`src/rtl/mem_reader.sv`:
```
// mem_reader: reads a burst of bytes from a synchronous-read memory and
// streams them out through a 2-entry ready/valid FIFO in address order.
//
// Build option: MEM_READER_WRAP_EN
//   defined   - addresses wrap from the top of memory to 0 and every requested
//               byte is delivered; err never sets.
//   undefined - a burst running past the top of memory is truncated at the
//               last address and err is raised when the burst completes.
//
// state   | meaning
// --------+-------------------------------------------------------------
// S_IDLE  | waiting for start; start_addr/length latched on start
// S_READ  | issuing memory reads while the FIFO has room
// S_DRAIN | every read issued, waiting for the remaining bytes to leave
// S_DONE  | one-cycle completion pulse, then back to S_IDLE
module mem_reader #(
    parameter int ADDR_W = 4,
    parameter int DATA_W = 8
) (
    input  logic              clk,
    input  logic              rst,
    input  logic              start,
    input  logic [ADDR_W-1:0] start_addr,
    input  logic [ADDR_W:0]   length,
    output logic              mem_rd_en,
    output logic [ADDR_W-1:0] mem_addr,
    input  logic [DATA_W-1:0] mem_rd_data,
    output logic [DATA_W-1:0] d_out,
    output logic              d_valid,
    input  logic              d_ready,
    output logic              busy,
    output logic              done,
    output logic              err
);

    typedef enum logic [1:0] {
        S_IDLE  = 2'd0,
        S_READ  = 2'd1,
        S_DRAIN = 2'd2,
        S_DONE  = 2'd3
    } state_t;

    localparam logic [ADDR_W:0] ONE = {{ADDR_W{1'b0}}, 1'b1};

    state_t            r_state;
    state_t            w_state_nxt;
    logic [ADDR_W-1:0] r_addr;
    logic [ADDR_W:0]   r_issue_left;
    logic [ADDR_W:0]   r_xfer_left;
    logic              r_ovr;
    logic              r_err;
    logic              r_pending;
    logic [DATA_W-1:0] r_fifo [2];
    logic              r_wr_ptr;
    logic              r_rd_ptr;
    logic [1:0]        r_count;

    logic              w_accept;
    logic              w_xfer;
    logic              w_issue;
    logic              w_last_issue;
    logic              w_last_xfer;
    logic [2:0]        w_occ;
    logic [ADDR_W:0]   w_eff_len;
    logic              w_ovr;

    assign w_accept     = (r_state == S_IDLE) && start;
    assign d_valid      = (r_count != 2'd0);
    assign d_out        = r_fifo[r_rd_ptr];
    assign w_xfer       = d_valid && d_ready;
    // Occupancy counts bytes already buffered plus the one read in flight;
    // a byte leaving this cycle frees a slot for a read issued this cycle.
    assign w_occ        = {1'b0, r_count} + {2'b00, r_pending};
    assign w_issue      = (r_state == S_READ) && (w_occ < (3'd2 + {2'b00, w_xfer}));
    assign w_last_issue = w_issue && (r_issue_left == ONE);
    assign w_last_xfer  = (r_state == S_DRAIN) && w_xfer && (r_xfer_left == ONE);

    assign mem_rd_en = w_issue;
    assign mem_addr  = r_addr;
    assign busy      = (r_state == S_READ) || (r_state == S_DRAIN);
    assign done      = (r_state == S_DONE);
    assign err       = r_err;

`ifdef MEM_READER_WRAP_EN
    // Wrapping build: the whole requested length is always read.
    always_comb begin
        w_eff_len = length;
        w_ovr     = 1'b0;
    end
`else
    logic [ADDR_W:0] w_room;
    assign w_room = {1'b1, {ADDR_W{1'b0}}} - {1'b0, start_addr};

    // Truncating build: clip the burst at the top of memory and remember it.
    always_comb begin
        w_ovr     = (length > w_room);
        w_eff_len = w_ovr ? w_room : length;
    end
`endif

    // State register.
    always_ff @(posedge clk) begin
        if (rst) r_state <= S_IDLE;
        else     r_state <= w_state_nxt;
    end

    // Next-state decode.
    always_comb begin
        w_state_nxt = r_state;
        case (r_state)
            S_IDLE:  if (start) w_state_nxt = (length == '0) ? S_DONE : S_READ;
            S_READ:  if (w_last_issue) w_state_nxt = S_DRAIN;
            S_DRAIN: if (w_last_xfer) w_state_nxt = S_DONE;
            S_DONE:  w_state_nxt = S_IDLE;
            default: w_state_nxt = S_IDLE;
        endcase
    end

    // Burst bookkeeping: address, remaining counts, in-flight read, err flag.
    always_ff @(posedge clk) begin
        if (rst) begin
            r_addr       <= '0;
            r_issue_left <= '0;
            r_xfer_left  <= '0;
            r_ovr        <= 1'b0;
            r_err        <= 1'b0;
            r_pending    <= 1'b0;
        end else begin
            r_pending <= w_issue;
            if (w_accept) begin
                r_addr       <= start_addr;
                r_issue_left <= w_eff_len;
                r_xfer_left  <= w_eff_len;
                r_ovr        <= w_ovr;
                r_err        <= 1'b0;
            end else begin
                if (w_issue) begin
                    r_addr       <= r_addr + 1'b1;
                    r_issue_left <= r_issue_left - ONE;
                end
                if (w_xfer) r_xfer_left <= r_xfer_left - ONE;
                if (w_last_xfer) r_err <= r_ovr;
            end
        end
    end

    // Two-entry output FIFO; read data is captured the cycle it is valid.
    always_ff @(posedge clk) begin
        if (rst) begin
            r_fifo[0] <= '0;
            r_fifo[1] <= '0;
            r_wr_ptr  <= 1'b0;
            r_rd_ptr  <= 1'b0;
            r_count   <= 2'd0;
        end else begin
            if (r_pending) begin
                r_fifo[r_wr_ptr] <= mem_rd_data;
                r_wr_ptr         <= ~r_wr_ptr;
            end
            if (w_xfer) r_rd_ptr <= ~r_rd_ptr;
            r_count <= r_count + {1'b0, r_pending} - {1'b0, w_xfer};
        end
    end

endmodule
```
`config.mk`:
```
export PLATFORM = sky130hd
export DESIGN_NAME = mem_reader
export DESIGN_NICKNAME = d
export VERILOG_FILES = /design/src/rtl/mem_reader.sv
export SDC_FILE = /design/constraint.sdc
export NUM_CORES = 1
export LEC_CHECK = 0
export CAP_MARGIN = 20
export CORE_MARGIN = 4
export CORE_UTILIZATION = 53
export CTS_CLUSTER_DIAMETER = 100
export CTS_CLUSTER_SIZE = 8
export DETAILED_ROUTE_END_ITERATION = 16
export PLACE_DENSITY = 0.8
export SYNTH_ARGS = -nofsm -noshare
export SYNTH_HDL_FRONTEND = slang
export SYNTH_SLANG_ARGS = --single-unit
```
`constraint.sdc`:
```
create_clock -name clk -period 2.8 [get_ports clk]
set_clock_uncertainty 0.1 [all_clocks]
set_input_delay 0.28 -clock clk [delete_from_list [all_inputs] [get_ports clk]]
set_output_delay 0.28 -clock clk [all_outputs]
set_load 0.01 [all_outputs]
```
# Word level (Yosys, flattened, before mapping)
# Memory sizes are Yosys's and may differ from the RTL's. A register that Yosys moved wholly into a read port is not among the register bits.
# Cells that the tools add are included.
# classes
n_eq_ne,8
shifts,0
n_lt_le_gt_ge,2
muxes,22
reduce_logical,15
n_addsub,8
bitwise,2
div_mod_pow,0
mul,0
# op_table
op,n
2-to-1 mux 5 bit,5
equality test 5 x 1 -> 1 bit (second input constant),2
subtractor 5 x 1 -> 5 bit (second input constant),2
2-to-1 mux 1 bit,9
2-to-1 mux 2 bit,4
2-to-1 mux 4 bit,2
2-to-1 mux 8 bit,1
one-hot mux 2 bit (4 select lines),1
OR reduction 8 bit,1
logical AND 1 bit,6
inequality test 2 bit (second input constant),3
nonzero test 2 bit,3
> comparator 5 bit,1
logical NOT 5 bit,1
subtractor 5 x 4 -> 5 bit (first input constant),1
adder 4 x 1 -> 4 bit (second input constant),1
equality test 2 bit (second input constant),2
adder 2 x 1 -> 3 bit,1
adder 2 x 1 -> 3 bit (first input constant),1
< comparator 3 bit,1
AND reduction 3 bit,1
adder 2 x 1 -> 2 bit,1
equality test 2 x 1 -> 1 bit (second input constant),1
logical NOT 2 bit,1
other kinds (4),5
# word_totals
latch_bits,0
mem_count,1
inputBits,21
reg_bits,23
out_inout_bits,17
romBits,0
mem_bits_rw,16
# mem_list
name,depth,word_bits,rd,rd_ports_with_merged_regs,write_ports,line,source
r_fifo,2,8,1,1,2,53,logic [DATA_W-1:0] r_fifo [2];

# Logic depth before layout (Yosys ltp)
# depth
ltp_word,8
depth_mapped,9
ltp_nobuf,9

# Least setup slack after synthesis
# OpenSTA, ideal clock, no wires.
# synth_timing
path_type,input port to flip-flop
startpoint,input start_addr[0]
endpoint,register r_issue_left[1]
setup_slack_ns,0.627
required_time_ns,2.566
n_path_buf,0
stages,9
arrival_ns,1.939
cell_sequence,inv_1 > ha_1 > xor2_1 > ha_1 > nand3_1 > nor2_1 > mux2_2 > o21ai_0 > a211oi_1
# synth_via
elab_chain_len,4
# synth_lines
element,line,source
"start, declared",23,"input logic [ADDR_W-1:0] start_addr,"
subtractor 5 x 4 -> 5 bit (*),92,"assign w_room = {1'b1, {ADDR_W{1'b0}}} - {1'b0, start_addr};"
> comparator 5 bit,96,w_ovr = (length > w_room);
2-to-1 mux 5 bit (*),97,w_eff_len = w_ovr ? w_room : length;
2-to-1 mux 5 bit (*),130,if (w_accept) begin
"end signal, assigned",132,r_issue_left <= w_eff_len;
"end signal, assigned",139,r_issue_left <= r_issue_left - ONE;
"end, declared",48,logic [ADDR_W:0] r_issue_left;
# Mark *: on every way between the ends. The rest lies on a longest branch, timed or not.
# A chain may end at the register's enable or synchronous reset.

# Worst setup path in the final report
# layout_timing
startpoint,input start_addr[0]
endpoint,register r_issue_left[2]
# Same word-level chain as after synthesis.

==> report_table.html <==
<table>
<tr><th>Metric</th><th>Value</th></tr>
<tr><th colspan="2">Drt</th></tr>
<tr><td>Detailed-route wire length on metal 1</td><td>2180 um</td></tr>
<tr><td>Remaining antenna violation count after routing</td><td>0</td></tr>
<tr><td>Met3 Wirelength</td><td>between 200 and 250 um</td></tr>
<tr><td>DR WL met2</td><td>roughly 2200 um</td></tr>
<tr><td>Total Routed Length</td><td>about 4700 um</td></tr>
<tr><td>Highest metal layer with signal wires</td><td>met4</td></tr>
<tr><td>Post-detailed-route wirelength per cell</td><td>roughly 14 um</td></tr>
<tr><td>Vias</td><td>1780</td></tr>
<tr><td>Vias per Instance</td><td>5.394</td></tr>
<tr><td>Post-detailed-route DRC marker count</td><td>0</td></tr>
<tr><td>First-pass iteration count of the detailed router</td><td>4</td></tr>
<tr><td>Number of design-rule violations left by the first detailed-router iteration</td><td>80</td></tr>
<tr><th colspan="2">Die</th></tr>
<tr><td>Initial Utilization</td><td>between 50% and 60%</td></tr>
<tr><td>Site row count</td><td>23</td></tr>
<tr><td>Height of the die</td><td>~74 um</td></tr>
<tr><td>Die outline width</td><td>~74 um</td></tr>
<tr><td>Die Area</td><td>5428 um^2</td></tr>
<tr><td>Core Footprint</td><td>a little over 4000 um^2</td></tr>
<tr><td>I/O pin cnt</td><td>38</td></tr>
<tr><th colspan="2">Clock network</th></tr>
<tr><td>Clock-pin slew of the registers on the worst-case setup and hold paths</td><td>~80 ps</td></tr>
<tr><td>TritonCTS clock tree</td><td>done</td></tr>
<tr><td>Worst-Skew Late Latency</td><td>just under 300 ps</td></tr>
<tr><td>CTS sink count</td><td>40</td></tr>
<tr><td>Count of instances resized after the clock tree is built</td><td>0</td></tr>
<tr><td>Maximum clock path buffer count</td><td>2</td></tr>
<tr><td>Number of buffers inserted by post-CTS setup repair</td><td>0</td></tr>
<tr><td>Cell at the root of the clock tree</td><td>clkbuf_8</td></tr>
<tr><td>TritonCTS Buffers</td><td>5</td></tr>
<tr><td>Count of hold-fix buffers inserted at cts</td><td>0</td></tr>
<tr><td>Max H-tree Level</td><td>2</td></tr>
<tr><th colspan="2">Synth</th></tr>
<tr><td>Nets in the synthesized netlist</td><td>approximately 270</td></tr>
<tr><td>Number of synthesized flops with an enable pin</td><td>16</td></tr>
<tr><td>Number of library cell types mapped by synthesis</td><td>43</td></tr>
<tr><td>Synth Instances</td><td>around 230</td></tr>
<tr><td>Post-synthesis area per instance</td><td>~10 um^2</td></tr>
<tr><td>Total of flip-flops plus latches after synthesis</td><td>40</td></tr>
<tr><td>Share of async-settable or async-resettable flops after synthesis</td><td>0%</td></tr>
<tr><td>Flip-flop cell with the highest count after synthesis</td><td>dfxtp_1</td></tr>
<tr><td>Warnings from Yosys</td><td>0</td></tr>
<tr><td>Sequential-to-total area share from yosys stat</td><td>about 42%</td></tr>
<tr><td>Post-Synthesis Cell Area</td><td>roughly 2300 um^2</td></tr>
<tr><th colspan="2">Critical path</th></tr>
<tr><td>Critical-path maximum fanout</td><td>5</td></tr>
<tr><td>Critical path endpoint category</td><td>flop</td></tr>
<tr><td>Data required time of the worst path</td><td>approximately 2900 ps</td></tr>
<tr><td>Data arrival time of the critical path</td><td>around 2600 ps</td></tr>
<tr><td>Category of the critical setup timing path</td><td>primary input to flop</td></tr>
<tr><td>Length in cells of the worst reg-to-reg path</td><td>8</td></tr>
<tr><td>Worst setup SP type</td><td>primary input</td></tr>
<tr><td>Minimum setup slack among reg-to-reg paths</td><td>about 810 ps</td></tr>
<tr><th colspan="2">Global routing</th></tr>
<tr><td>Largest net degree at the start of global routing</td><td>24</td></tr>
<tr><td>First-pass GRT wire length</td><td>7941 um</td></tr>
<tr><td>Antenna violations before repair</td><td>0</td></tr>
<tr><td>Vias in the first global route</td><td>1788</td></tr>
<tr><td>Total global routing track utilization</td><td>19.07%</td></tr>
<tr><td>Grt ovf</td><td>0</td></tr>
<tr><th colspan="2">Hold path</th></tr>
<tr><td>Min-Delay Path Depth</td><td>2</td></tr>
<tr><td>HP Class</td><td>flop to flop</td></tr>
<tr><th colspan="2">Timing</th></tr>
<tr><td>Worst setup slack after layout</td><td>261.7 ps</td></tr>
<tr><td>Slew HR</td><td>between 60% and 70%</td></tr>
<tr><td>Post-route fraction of the period consumed by the critical path</td><td>90.65%</td></tr>
<tr><td>RSZ-0062 raised after global routing</td><td>false</td></tr>
<tr><td>Number of pins with negative max-slew slack in the final report</td><td>0</td></tr>
<tr><td>Minimum period implied by the final worst setup slack</td><td>2538 ps</td></tr>
<tr><td>Max Freq</td><td>a little under 400 MHz</td></tr>
<tr><td>Endpoints failing hold</td><td>0</td></tr>
<tr><td>Worst-Margin Slew</td><td>between 500 and 600 ps</td></tr>
<tr><td>Worst hold slack across all endpoints</td><td>slightly above 400 ps</td></tr>
<tr><td>Final setup viols</td><td>0</td></tr>
<tr><th colspan="2">Placed design</th></tr>
<tr><td>Final Wtd Congestion</td><td>roughly 0.9</td></tr>
<tr><td>Cell area after placement</td><td>2756 um^2</td></tr>
<tr><td>Half-perimeter wire length after placement</td><td>about 3700 um</td></tr>
<tr><td>Count of buffers from port buffering</td><td>37</td></tr>
<tr><td>Setup WS pre-CTS</td><td>-36.97 ps</td></tr>
<tr><th colspan="2">Final layout</th></tr>
<tr><td>Number of fill cells in the layout</td><td>319</td></tr>
<tr><td>Commonest cells after routing, fill and taps aside</td><td>clkdlybuf4s50_1, dfxtp_1, nor2_1</td></tr>
<tr><td>Fraction of layout instances using a drive strength above 1</td><td>between 10% and 20%</td></tr>
<tr><td>Leading cell type in the layout, fill and taps excluded</td><td>clkdlybuf4s50_1</td></tr>
<tr><td>Signed area change from the synthesized netlist to the final layout</td><td>25.45%</td></tr>
<tr><td>Fraction of the core area covered by cells at the end of the flow</td><td>a little over two thirds</td></tr>
<tr><td>Number of antenna cells inserted</td><td>0</td></tr>
<tr><td>Final non-filler cell area</td><td>approximately 2900 um^2</td></tr>
<tr><td>NumNets Final</td><td>320</td></tr>
<tr><th colspan="2">Pwr</th></tr>
<tr><td>Overall power of the completed layout</td><td>approximately 2.6 mW</td></tr>
<tr><td>Total power per unit cell area</td><td>~900 nW/um^2</td></tr>
<tr><td>IR Drop Worst-Case VDD</td><td>0.6611 mV</td></tr>
<tr><td>Total leakage power</td><td>between 1 and 1.5 nW</td></tr>
<tr><th colspan="2">Outcome</th></tr>
<tr><td>Status</td><td>complete, no violations</td></tr>
<tr><th colspan="2">Flow run</th></tr>
<tr><td>Number of max-cap violations</td><td>0</td></tr>
</table>
layout make-up:
type | instances | area [um^2] | area share (%)
clock buffers | 5 | 68.82 | 2.400
clock inverters | 3 | 42.54 | 1.483
inverters | 16 | 60.06 | 2.094
multi-input cells | 170 | 1235 | 43.06
flip-flops and latches | 40 | 960.9 | 33.51
well taps | 50 | 62.56 | 2.182
repair buffers | 46 | 437.9 | 15.27
through the flow:
| step | std cells | TNS [ps] |
|---|---|---|
| global placement | 322 | 0 |
| detailed placement | 322 | -137.2 |
| floorplan | 233 | 0 |
| CTS | 330 | 0 |
| global route | 330 | 0 |
| finish | 330 | 0 |
worst paths after layout:
kind,start,to
worst min register to register,r_ovr,r_ovr
worst max-delay path,start_addr[0],r_issue_left[2]
worst min-delay path,r_ovr,r_ovr
worst max register to register,r_count[0],r_count[1]
routing by layer:
layer | vias to the layer above | GRT usage (%)
met4 | 0 | 6.841
met5 | - | 0
met3 | 9 | 4.514
met1 | 825 | 25.80
met2 | 38 | 29.72
li1 | 908 | -
report_power, final:
group / switching [mW] / internal [mW]
registers: 0.140 / 0.768
clock network: 0.199 / 0.264
logic: 0.602 / 0.611
worst max-delay path: stages:
cell and delay [ps]:
clkdlybuf4s50_1 520, inv_1 70, ha_1 290, inv_1 50, ha_1 280, nand2b_1 60
a211o_1 380, a211oi_1 400, a221o_1 240, a21oi_1 50
sequential cells by signal, summed over array words and instances (netlist names), named ones only:
signal	cells
r_fifo	16
r_issue_left	5
r_xfer_left	5
mem_addr	4
r_count	2
r_state	2
err	1
r_ovr	1
r_pending	1
r_rd_ptr	1
r_wr_ptr	1
cell usage after synthesis (2+ instances only):
library cell	number	area share, %
ha_1	20	11
xnor2_1	7	2.7
a21oi_1	10	2.2
nand2b_1	2	0.55
and3_1	3	0.82
xor2_1	10	3.8
nor2_1	22	3.6
nor2b_1	3	0.82
nand2_1	16	2.6
a21o_1	4	1.3
clkbuf_1	6	0.99
mux2i_1	2	0.88
o31ai_1	2	0.66
inv_1	16	2.6
or2_2	2	0.55
a41o_1	2	0.88
and2_1	17	4.7
nand3_1	7	1.5
mux2_2	9	4.4
dfxtp_1	24	21
a211oi_1	6	2.0
a221o_1	2	0.88
edfxtp_1	16	21
nor3_1	6	1.3
cell families after synthesis:
logic type	share of synthesized area, %
multiplexers	5.966
AND/OR/NAND/NOR	18.45
XOR/XNOR	6.513
AO/OA/AOI/OAI	12.15
flip-flops	42.04
adder cells (fa/ha/maj)	10.95
buffers and inverters	3.941
(Power assumes the default switching activity.)
==> RTL change 1, RTL diff (same settings) <==
Change the parameter `ADDR_W` from 4 to 5.
--- a/src/rtl/mem_reader.sv
+++ b/src/rtl/mem_reader.sv
@@ -14,7 +14,7 @@
 // S_DRAIN | every read issued, waiting for the remaining bytes to leave
 // S_DONE  | one-cycle completion pulse, then back to S_IDLE
 module mem_reader #(
-    parameter int ADDR_W = 4,
+    parameter int ADDR_W = 5,
     parameter int DATA_W = 8
 ) (
     input  logic              clk,
Interface: changed (resized length, mem_addr and start_addr); port bits go from 38 to 41. No check against the original RTL was run, so the function may have changed too.
==> RTL change 1 against the original RTL <==
Total power shrank 2.9%. Count of clock-buffer cells in the layout stayed put. Register-to-register slack lost 0.08 ns. Synthesized area up 12%. Sequential cell count grew 3. Worst setup slack got worse by 0.14 ns. Cell area up 17%. Wire length increased by 29%. Combinational power shrank 3%.
==> RTL change 1: results (changes against the original RTL) <==
outcome:
  status: "completed"
setup_path:
  slowest_delay_ns: 0.43  # -0.09 ns
  reg2reg_slack_ns: 0.73  # -0.08 ns
  worst_ep_arrival_time_ns: 2.80  # +0.18 ns
detailed_routing:
  wl_met2_mm: 3.052  # +36%
  wl_met3_um: 265  # +11%
  wl_met1_mm: 2.709  # +24%
  first_iter_violations: 120  # +50%
  vias_per_cell: 5.630  # +4.4%
  wl_per_cell_um: 16.02  # +12%
place:
  dp_hpwl_mm: 4.572  # +25%
  place.gp.congestion: 0.9158  # +4.7%
  portBuffers: 40  # +8.1%
  place_area_mm2: 0.003167  # +15%
power_and_ir_drop:
  power_leakage_nw: 1.366  # +11%
  vdd_ir_drop_max_v: 0.0005448  # -18%
synthesis:
  yosys.area.top_type: "dfxtp_1"
  yosys_warnings: 0  # unchanged
  synth_cell_type_count: 51  # +19%
  yosysSeqAreaShare: 0.3988  # -0.02153
  synth_edf_count: 16  # unchanged
  synth_nets: 308  # +12%
  synth_common_cells: "dfxtp_1, nor2_1, ha_1, inv_1, and2_1"
  synthTopCellsByArea: "dfxtp_1, edfxtp_1, ha_1"
sta:
  final_max_slew_viol_count: 0  # unchanged
  relSlewSlack: 0.4313  # -0.2334
layout:
  top_regs: "r_fifo (16), r_issue_left (6), r_xfer_left (6)"
  n_fill_cell: 357  # +12%
  fin_nets: 370  # +16%
  drive_gt1_frac: 0.1988  # +0.08092
global_route:
  grt_pass1_vias: 2109  # +18%
  grt_pass1_wl_mm: 9.949  # +25%
  track_usage: 0.2072  # +0.01645
clocking:
  clk_latency_ns: 0.30
hold_path:
  hp-class: "in -> reg"
[RTL change 1: cell families (layout without fill, tap and decap cells)]
kind of cell / after synthesis / count (layout) / synth area share
and+or+nand+nor: 94 / 94 / 0.2014
AOI/OAI and AO/OA: 46 / 46 / 0.1388
DFF: 43 / 43 / 0.3988
buffers and inverters: 29 / 92 / 0.04252
adders and majority gates: 21 / 21 / 0.1026
xor gates and xnor gates: 20 / 20 / 0.06843
muxes: 11 / 11 / 0.04741
[RTL change 1: cell type report]
cell class,instances,area (um2),share of cell area
repair buffers,62,570.5,0.1695
well taps,54,67.56,0.02007
clock buffers,5,68.82,0.02044
clock inverters,3,20.02,0.005946
multi-input cells,192,1536,0.4563
flip-flops and latches,43,1021,0.3032
inverters,22,82.58,0.02453
[RTL change 1: power breakdown]
part | switching [mW] | total, mW | internal [mW]
logic | 0.594 | 1.17 | 0.575
clock network | 0.220 | 0.393 | 0.174
registers | 0.141 | 0.944 | 0.803
total | 0.955 | 2.51 | 1.55
[RTL change 1: stage by stage]
| step | setup WS (ns) | hold slack (ns) | std cells |
|---|---|---|---|
| after floorplan | 0.3218 | 0.3360 | 264 |
| after global routing | 0.008796 | 0.2450 | 381 |
| final | 0.1177 | 0.2304 | 381 |
| after detailed placement | -0.3547 | 0.3562 | 373 |
| after CTS | -0.01731 | 0.3673 | 381 |
| after global placement | -0.1979 | 0.3464 | 373 |
[RTL change 1: what timing repair did]
action | 4_1_cts | 5_1_grt
pin swaps | 1 | 6
gates resized for setup | 3 | 21
endpoints found under the setup margin | 6 | 13
[RTL change 1: critical path: cells and delay by family]
kind	cells	cell delay [ns]
AOI/OAI and AO/OA	3	0.93
adders and majority gates	1	0.27
and+or+nand+nor	3	0.49
xor gates and xnor gates	1	0.16
buffers and inverters	3	0.67
[RTL change 1: path summary, 6_finish.rpt]
kind                                    start               to  cells past startpoint
worst max-delay path            start_addr[2]  r_issue_left[2]                     11
worst min-delay path            start_addr[1]      mem_addr[1]                      3
worst max register to register      r_pending       r_state[1]                      5
worst min register to register          r_ovr            r_ovr                      2
[RTL change 1: routing by layer]
metal,vias to the layer above,global-route usage
li1,1074,-
met1,1018,0.2540
met2,46,0.3636
met3,7,0.04872
met4,0,0.05516
met5,-,0
==> RTL change 2, RTL diff (same settings) <==
Without the edit above. Make the reset (`rst`) asynchronous in 3 clocked blocks.
--- a/src/rtl/mem_reader.sv
+++ b/src/rtl/mem_reader.sv
@@ -99,7 +99,7 @@
 `endif
 
     // State register.
-    always_ff @(posedge clk) begin
+    always_ff @(posedge clk or posedge rst) begin
         if (rst) r_state <= S_IDLE;
         else     r_state <= w_state_nxt;
     end
@@ -117,7 +117,7 @@
     end
 
     // Burst bookkeeping: address, remaining counts, in-flight read, err flag.
-    always_ff @(posedge clk) begin
+    always_ff @(posedge clk or posedge rst) begin
         if (rst) begin
             r_addr       <= '0;
             r_issue_left <= '0;
@@ -145,7 +145,7 @@
     end
 
     // Two-entry output FIFO; read data is captured the cycle it is valid.
-    always_ff @(posedge clk) begin
+    always_ff @(posedge clk or posedge rst) begin
         if (rst) begin
             r_fifo[0] <= '0;
             r_fifo[1] <= '0;
Behaviour: differs if rst is asserted again (counterexample within 4 cycles, from zero or initial values and one cycle with rst high); with rst held inactive, the same outputs for 10 cycles.
==> RTL change 2 against the original RTL <==
Register-to-register slack lost 0.08 ns. Count of clock-buffer cells in the layout grew 1. Cell area grew 2.4%. Core utilization grew 1.2 points. Sequential cell count shrank 1. Sequential power grew 20%. Worst setup slack lost 0.053 ns. Total power grew 28%. Wire length shrank 1.8%. Clock power grew 18%. Sequential share of layout area shrank 0.29 points. Synthesized area grew 1.6%. Maximum frequency shrank 2.1%. Largest cell class unchanged. Highest routed layer unchanged.
==> RTL change 2: results (changes against the original RTL) <==
setup_path:
  setup.worst_path.end: "mem_rd_en"
  worst_ep_arrival_time_ns: 2.21  # -0.41 ns
  r2r-end: "r_issue_left[2]"
  reg2reg_slack_ns: 0.73  # -0.08 ns
  rr_worst_depth: 7  # -1
  r2r-start: "r_state[0]"
  cp-startpoint: "r_pending"
detailed_routing:
  drt-total-wl_mm: 4.656  # -1.8%
  wl_met1_mm: 1.999  # -8.3%
  wl_per_cell_um: 14.55  # +1.3%
  top_layer: "met4"
  wl_met3_um: 200  # -16%
  wl_met2_mm: 2.387  # +6.2%
  vias_per_cell: 5.603  # +3.9%
layout:
  fin_nets: 310  # -3.1%
  n_fill_cell: 304  # -4.7%
  drive_gt1_frac: 0.1778  # +0.05992
sta:
  worst_slew_pin_slew_ns: 0.4953  # -0.007615 ns
  max_freq_ghz: 0.3858  # -2.1%
power_and_ir_drop:
  power_leakage_nw: 1.289  # +4.7%
  power_switching_share: 0.3501  # -0.01392
  vdd_ir_drop_max_v: 0.0004486  # -32%
synthesis:
  synth_cell_type_count: 40  # -7.0%
  synth_cells: 221  # -5.2%
  ys_async_sr_fraction: 1.000  # +1.000
  synthTopCellsByArea: "dfrtp_1, mux2_2, ha_1"
  synth_common_cells: "dfrtp_1, mux2_2, ha_1"
  synth_nets: 262  # -4.4%
  ys_ff_latch: 39  # -2.5%
  yosysSeqAreaShare: 0.4200  # about the same
place:
  place_area_mm2: 0.002805  # +1.8%
  place.gp.congestion: 0.9591  # +9.6%
  dp_hpwl_mm: 3.671  # +0.45%
  place_ws_ns: 0.02469  # +0.06166 ns
hold_path:
  hp-class: "in -> async"
global_route:
  track_usage: 0.1846  # -0.006150
  grt_pass1_vias: 1773  # -0.84%
  grt_pass1_wl_mm: 7.941  # unchanged
  grt_max_degree: 40  # +67%
clocking:
  cts_root_buf: "clkbuf_8"
  cts_resized: 0  # unchanged
outcome:
  status: "completed"
[RTL change 2: worst min-delay path by stage]
stage / start / endpoint / slack, ns / depth (start not counted)
global route: r_ovr / r_ovr / 0.41 / 2
global placement: r_ovr / r_ovr / 0.36 / 2
finish: rst / r_fifo[13] / 0.34 / 3
detailed placement: r_ovr / r_ovr / 0.37 / 2
CTS: rst / r_fifo[13] / 0.37 / 3
floorplan: mem_rd_data[2] / r_fifo[10] / 0.33 / 1
[RTL change 2: final cells by class]
cell class / instances / area [um2] / area share
Timing Repair Buffer: 46 / 437.9 / 0.1491
Clock buffer: 6 / 72.57 / 0.02470
Inverter: 16 / 60.06 / 0.02044
Clock inverter: 2 / 60.06 / 0.02044
Tap cell: 50 / 62.56 / 0.02129
Sequential cell: 39 / 975.9 / 0.3322
Multi-Input combinational cell: 161 / 1269 / 0.4319
[RTL change 2: critical path: stages, from the launching register on]
cell and delay (ns):
dfrtp_1 0.44, ha_1 0.22, ha_1 0.25, nor2b_1 0.21, nand2_2 0.15, inv_1 0.12
clkdlybuf4s50_1 0.54
[RTL change 2: power by group through the flow]
stage	Sequential, mW	Combinational [mW]	Clock, mW
global route	1.13	1.85	0.568
detailed placement	1.10	1.68	0
finish	1.09	1.67	0.543
global placement	1.09	1.65	0
floorplan	1.04	1.12	0
CTS	1.09	1.69	0.552
[RTL change 2: routing by layer]
layer,up-vias,GRT usage
li1,878,-
met1,862,0.2212
met2,44,0.3445
met3,9,0.03108
met4,0,0.04348
met5,-,0
[RTL change 2: cells by family after synthesis]
group                      share of synthesized area
and+or+nand+nor                               0.1131
AOI/OAI and AO/OA                             0.1314
DFF                                           0.4200
muxes                                         0.1298
buffers and inverters                        0.03392
adders and majority gates                     0.1077
xor gates and xnor gates                     0.06408
